===== src/rtl/addn_serial.sv =====
// addn_serial: multi-cycle ripple adder. Each RUN cycle adds DIGIT bits of
// both operands plus a registered carry, so only one DIGIT-wide adder slice is
// needed for a WIDTH-bit add. The handshake on both sides is valid/ready.
//
// Optional feature macro: ADDN_SERIAL_SUB_EN
//   When defined, an extra `sub` input is sampled together with the operands.
//   sub=1 computes a + ~b + 1, ignoring carry_in; carry_out=1 then means no borrow.
module addn_serial #(
    parameter int WIDTH = 8,
    parameter int DIGIT = 1
) (
    input  logic             clk,
    input  logic             rst_n,
    input  logic             in_valid,
    output logic             in_ready,
    input  logic [WIDTH-1:0] a,
    input  logic [WIDTH-1:0] b,
    input  logic             carry_in,
`ifdef ADDN_SERIAL_SUB_EN
    input  logic             sub,
`endif
    output logic             out_valid,
    input  logic             out_ready,
    output logic [WIDTH-1:0] out,
    output logic             carry_out,
    output logic             overflow
);

    localparam int STEPS = WIDTH / DIGIT;
    localparam int CW    = (STEPS > 1) ? $clog2(STEPS) : 1;
    localparam logic [CW-1:0] LAST = CW'(STEPS - 1);

    typedef enum logic [1:0] {
        IDLE = 2'd0,
        RUN  = 2'd1,
        DONE = 2'd2
    } state_t;

    state_t           state;
    logic [WIDTH-1:0] a_sh;
    logic [WIDTH-1:0] b_sh;
    logic             carry;
    logic [CW-1:0]    cnt;

    // Operand and carry values captured at accept. In subtract mode, b is
    // inverted and the carry is forced to 1. This gives a + ~b + 1 on the
    // same add path.
    logic [WIDTH-1:0] b_load;
    logic             c_load;

`ifdef ADDN_SERIAL_SUB_EN
    // Select between add and subtract operand forms at accept time
    always_comb begin
        b_load = sub ? ~b : b;
        c_load = sub ? 1'b1 : carry_in;
    end
`else
    // Add-only build: operands pass straight through
    always_comb begin
        b_load = b;
        c_load = carry_in;
    end
`endif

    // Single DIGIT-wide adder slice working on the low digit of each operand
    logic [DIGIT:0] dsum;
    logic           msb_cin;

    // Digit sum plus the carry into the digit's top bit. On the final step,
    // that top bit is the word's MSB, which is used for signed overflow.
    always_comb begin
        dsum    = {1'b0, a_sh[DIGIT-1:0]} + {1'b0, b_sh[DIGIT-1:0]}
                + {{DIGIT{1'b0}}, carry};
        msb_cin = dsum[DIGIT-1] ^ a_sh[DIGIT-1] ^ b_sh[DIGIT-1];
    end

    // Control FSM and datapath with registered handshake and result outputs
    always_ff @(posedge clk or negedge rst_n) begin
        if (!rst_n) begin
            state     <= IDLE;
            in_ready  <= 1'b1;
            out_valid <= 1'b0;
            out       <= '0;
            carry_out <= 1'b0;
            overflow  <= 1'b0;
            a_sh      <= '0;
            b_sh      <= '0;
            carry     <= 1'b0;
            cnt       <= '0;
        end else begin
            case (state)
                IDLE: begin
                    if (in_valid) begin
                        a_sh     <= a;
                        b_sh     <= b_load;
                        carry    <= c_load;
                        cnt      <= '0;
                        in_ready <= 1'b0;
                        state    <= RUN;
                    end
                end
                RUN: begin
                    // Sum digits enter at the MSB end. After STEPS shifts,
                    // the first digit has reached bit 0.
                    out   <= WIDTH'({dsum[DIGIT-1:0], out} >> DIGIT);
                    a_sh  <= a_sh >> DIGIT;
                    b_sh  <= b_sh >> DIGIT;
                    carry <= dsum[DIGIT];
                    cnt   <= cnt + 1'b1;
                    if (cnt == LAST) begin
                        carry_out <= dsum[DIGIT];
                        overflow  <= msb_cin ^ dsum[DIGIT];
                        out_valid <= 1'b1;
                        state     <= DONE;
                    end
                end
                DONE: begin
                    // Input and output are not bypassed: the block reopens
                    // only after the result has been taken.
                    if (out_ready) begin
                        out_valid <= 1'b0;
                        in_ready  <= 1'b1;
                        state     <= IDLE;
                    end
                end
                default: begin
                    out_valid <= 1'b0;
                    in_ready  <= 1'b1;
                    state     <= IDLE;
                end
            endcase
        end
    end

endmodule


===== config.mk =====
export PLATFORM = sky130hd
export DESIGN_NAME = addn_serial
export DESIGN_NICKNAME = d
export VERILOG_FILES = /design/src/rtl/addn_serial.sv
export SDC_FILE = /design/constraint.sdc
export NUM_CORES = 1
export LEC_CHECK = 0
export ABC_AREA = 1
export BUFFER_PORTS_ARGS = -buffer_cell sky130_fd_sc_hd__buf_4
export CAP_MARGIN = 0
export CORE_ASPECT_RATIO = 1.5
export CORE_UTILIZATION = 50
export CTS_BUF_LIST = sky130_fd_sc_hd__clkbuf_4
export CTS_CLUSTER_DIAMETER = 120
export CTS_CLUSTER_SIZE = 25
export DETAILED_ROUTE_END_ITERATION = 6
export HOLD_SLACK_MARGIN = 0.1
export PLACE_DENSITY = 0.73
export SLEW_MARGIN = 20
export SYNTH_ARGS = -nofsm -noshare
export SYNTH_HDL_FRONTEND = slang
export SYNTH_SLANG_ARGS = --single-unit

===== constraint.sdc =====
create_clock -name clk -period 2.5 [get_ports clk]
set_clock_uncertainty 0.1 [all_clocks]
set_input_delay 0.375 -clock clk [delete_from_list [all_inputs] [get_ports clk]]
set_output_delay 0.375 -clock clk [all_outputs]
set_load 0.02 [all_outputs]

==> impl_metrics.yaml <==
min_path:
  min_to: "a_sh[7]$_DFFE_PN0P_"
  min-delay-start: "a[7]"
  hp-class: "in -> reg"
  min_path_cells: 3
global_routing:
  grt_overflow: 0
  grt_max_degree: 35
  grt_use_total_pct: 21.6
  antenna_found_initial: 0
  grt_pass1_wl_mm: 5.82
  grt_pass1_vias: 1387
logic_synthesis:
  syn-num-nets: 210
  synth_compound_area_share_pct: 17.2
  yosys_warnings: 0
  synth-xor-area-share_pct: 0
  synth.avg_cell_area_um2: 9.16
  synth_cell_types: 22
  synth_area_mm2: 0.00170
  synth_seq_cells: 34
  synthMuxAreaShare_pct: 0
  ys_seq_area_share_pct: 50.0
  synthCells: 186
  synth_fa_ha_area_share_pct: 2.65
  synth_top_family_by_area: "simple AND/OR/NAND/NOR gates"
  synth-simple-area-share_pct: 22.3
sta:
  rsz0062_at_grt: "false"
  fin_crit_ps: 1630
  maxSlewHeadroom_pct: 70.9
  post-route-period-util_pct: 65.3
  fmax_mhz: 613
  setup_violations: 0
  hold_viol: 0
  fin_setup_tns_ps: 0
  slew_violations: 0
  worst_pin_slew_ps: 434
route:
  post_drt_wl_per_cell_um: 12.9
  top_layer: "met4"
  vias: 1397
  ant_nets: 0
  wl_met1_mm: 1.24
  drt-pass1-iter-count: 5
  wirelength_mm: 3.33
  route.met2.wl_mm: 1.85
  wl_met3_um: 147
  drcViolationCount: 0
  vias_per_cell: 5.41
  drt_iter0_markers: 38
setup_path:
  critPathSlowestCell: "dfrtp_1"
  crit_fanout: 32
  crit_path_end_kind: "flip-flop"
  cp.arrival_ps: 1820
  r2r_cells: 7
  cp.required_ps: 2690
  start_kind: "flip-flop"
  rr_endpoint: "out_valid$_DFFE_PN0P_"
  crit_top_cell: "nand2_1"
  worstSetupPathType: "reg -> reg"
  path_cells: "inv_2 -> nand2_4 -> inv_4 -> nand2_2 -> nand2_1 -> nand2_1 -> inv_1"
  reg2reg_from: "state[1]$_DFFE_PN0P_"
  crit_buf_inv: 3
  rrSetupSlack_ps: 870
  cp_top_family: "simple AND/OR/NAND/NOR gates"
  cpPeakStageDelay_ps: 430
placement:
  gp_congestion: 0.802
  dp_hpwl_mm: 2.24
  io_buffers: 32
clock_tree:
  postCtsSetupRepairBufs: 0
  clk_pin_slew_ps: 110
  cts_buffer_depth: 2
  root_buffer: "clkbuf_4"
  cts_tree: "done"
  cts_max_level: 2
  insertion_delay_ps: 350
  cts_made_buffers: 5
  clock-sinks: 34
floorplanning:
  io_pins: 33
  initial_core_util_pct: 53.4
  core_area_mm2: 0.00319
  die_x_um: 49.7
  die_y_um: 73.5
  num_rows: 25
  die_area_mm2: 0.00365
power:
  max-vdd-ir-drop_mv: 0.625
  powerDensity_mw_per_mm2: 1310
  power_uw: 2590
  p_leak_uw: 0.000971
flow_run:
  max_cap_viol_count: 0
outcome:
  status: "finished, final reports clean"
final_layout:
  area_delta_synth_final_pct: 16.1
  num_antenna_cells: 0
  drive_gt1_share_pct: 34.9
  nets: 241
worst register-to-register path: cells and delay by family (launching register included):
kind	cells	cell delay, ps
buffers and inverters	3	520
flip-flops	1	430
AND/OR/NAND/NOR	4	530
sequential cells by signal, summed over array words and instances, names as in the netlist:
name and cells:
state 2, overflow 1, out 8, out_valid 1, a_sh 8, carry_out 1
cnt 3, in_ready 1, carry 1, b_sh 8
repair_timing:
action | 4_1_cts | 5_1_grt
gates resized for setup | 0 | 0
hold endpoints to repair | 33 | 0
hold buffers | 1 | 0
layer usage:
metal  track usage (%)  up-vias
li1                  -      671
met1              21.1      675
met2              39.9       40
met3              6.00       11
met4              12.7        0
met5                 0        -
cells in the final DEF, fill, tap and decap left out, drive strengths merged, types with 2 or more instances in the layout:
cell	instances
nand2	41
o21ai	41
dfrtp	33
buf	32
nand3	21
nor2	20
inv	15
clkbuf	5
clkinv	3
ha	2
worst max path at each step:
stage	startpoint	endpoint	slack, ps	cells after the start
6_report	state[1]$_DFFE_PN0P_	out_valid$_DFFE_PN0P_	870	7
5_1_grt	state[1]$_DFFE_PN0P_	out_valid$_DFFE_PN0P_	720	7
4_1_cts	state[1]$_DFFE_PN0P_	out_valid$_DFFE_PN0P_	860	7
3_5_place_dp	a_sh[0]$_DFFE_PN0P_	overflow$_DFFE_PN0P_	900	8
3_3_place_gp	state[1]$_DFFE_PN0P_	carry_out$_DFFE_PN0P_	930	6
2_1_floorplan	a_sh[0]$_DFFE_PN0P_	overflow$_DFFE_PN0P_	990	8
logic make-up (layout without fill, tap and decap cells):
family                     Yosys count  in the layout
and+or+nand+nor                     82             82
adders and majority gates            3              3
AOI/OAI and AO/OA                   43             43
buffers and inverters               24             56
DFF                                 34             34
cell type report:
cell class,instances,area [um^2]
inverter,15,58.8
fill,297,1210
tap,40,50.0
multi-input combinational,128,717
sequential,34,852
clock inverter,3,11.3
clock buffer,5,37.5
timing repair buffer,33,250
stage by stage:
step | utilization, % | hold WS (ps) | area (um^2) | worst slack (ps) | cells
6_report | 62.0 | 173 | 1980 | 868 | 258
5_1_grt | 62.0 | 174 | 1980 | 725 | 258
4_1_cts | 62.0 | 164 | 1980 | 860 | 258
3_5_place_dp | 60.1 | 248 | 1920 | 896 | 249
3_3_place_gp | 60.1 | 243 | 1920 | 930 | 249
2_1_floorplan | - | -20.6 | 1700 | 992 | 186
Yosys cell counts:
master | instances | area (um^2)
nand2_1 | 37 | 139
dfrtp_1 | 33 | 826
nand3_1 | 21 | 105
o21ai_2 | 19 | 166
o21ai_1 | 16 | 80.1
inv_1 | 11 | 41.3
nor2_1 | 10 | 37.5
nor2_2 | 10 | 62.6
o21ai_0 | 6 | 30.0
buf_2 | 3 | 15.0
buf_4 | 3 | 22.5
inv_2 | 3 | 11.3
buf_6 | 2 | 22.5
ha_1 | 2 | 25.0
nand2_2 | 2 | 12.5
nand2_4 | 2 | 22.5
a21oi_2 | 1 | 8.76
buf_8 | 1 | 15.0
dfstp_2 | 1 | 26.3
fa_1 | 1 | 20.0
inv_4 | 1 | 6.26
o211ai_1 | 1 | 7.51
power breakdown:
group / switching, uW / internal (uW) / leakage, uW / total [uW]
registers: 178 / 810 / 0.000418 / 988
logic: 813 / 509 / 0.000526 / 1320
clock network: 184 / 100 / 0.0000277 / 284
(Power assumes the default switching activity.)
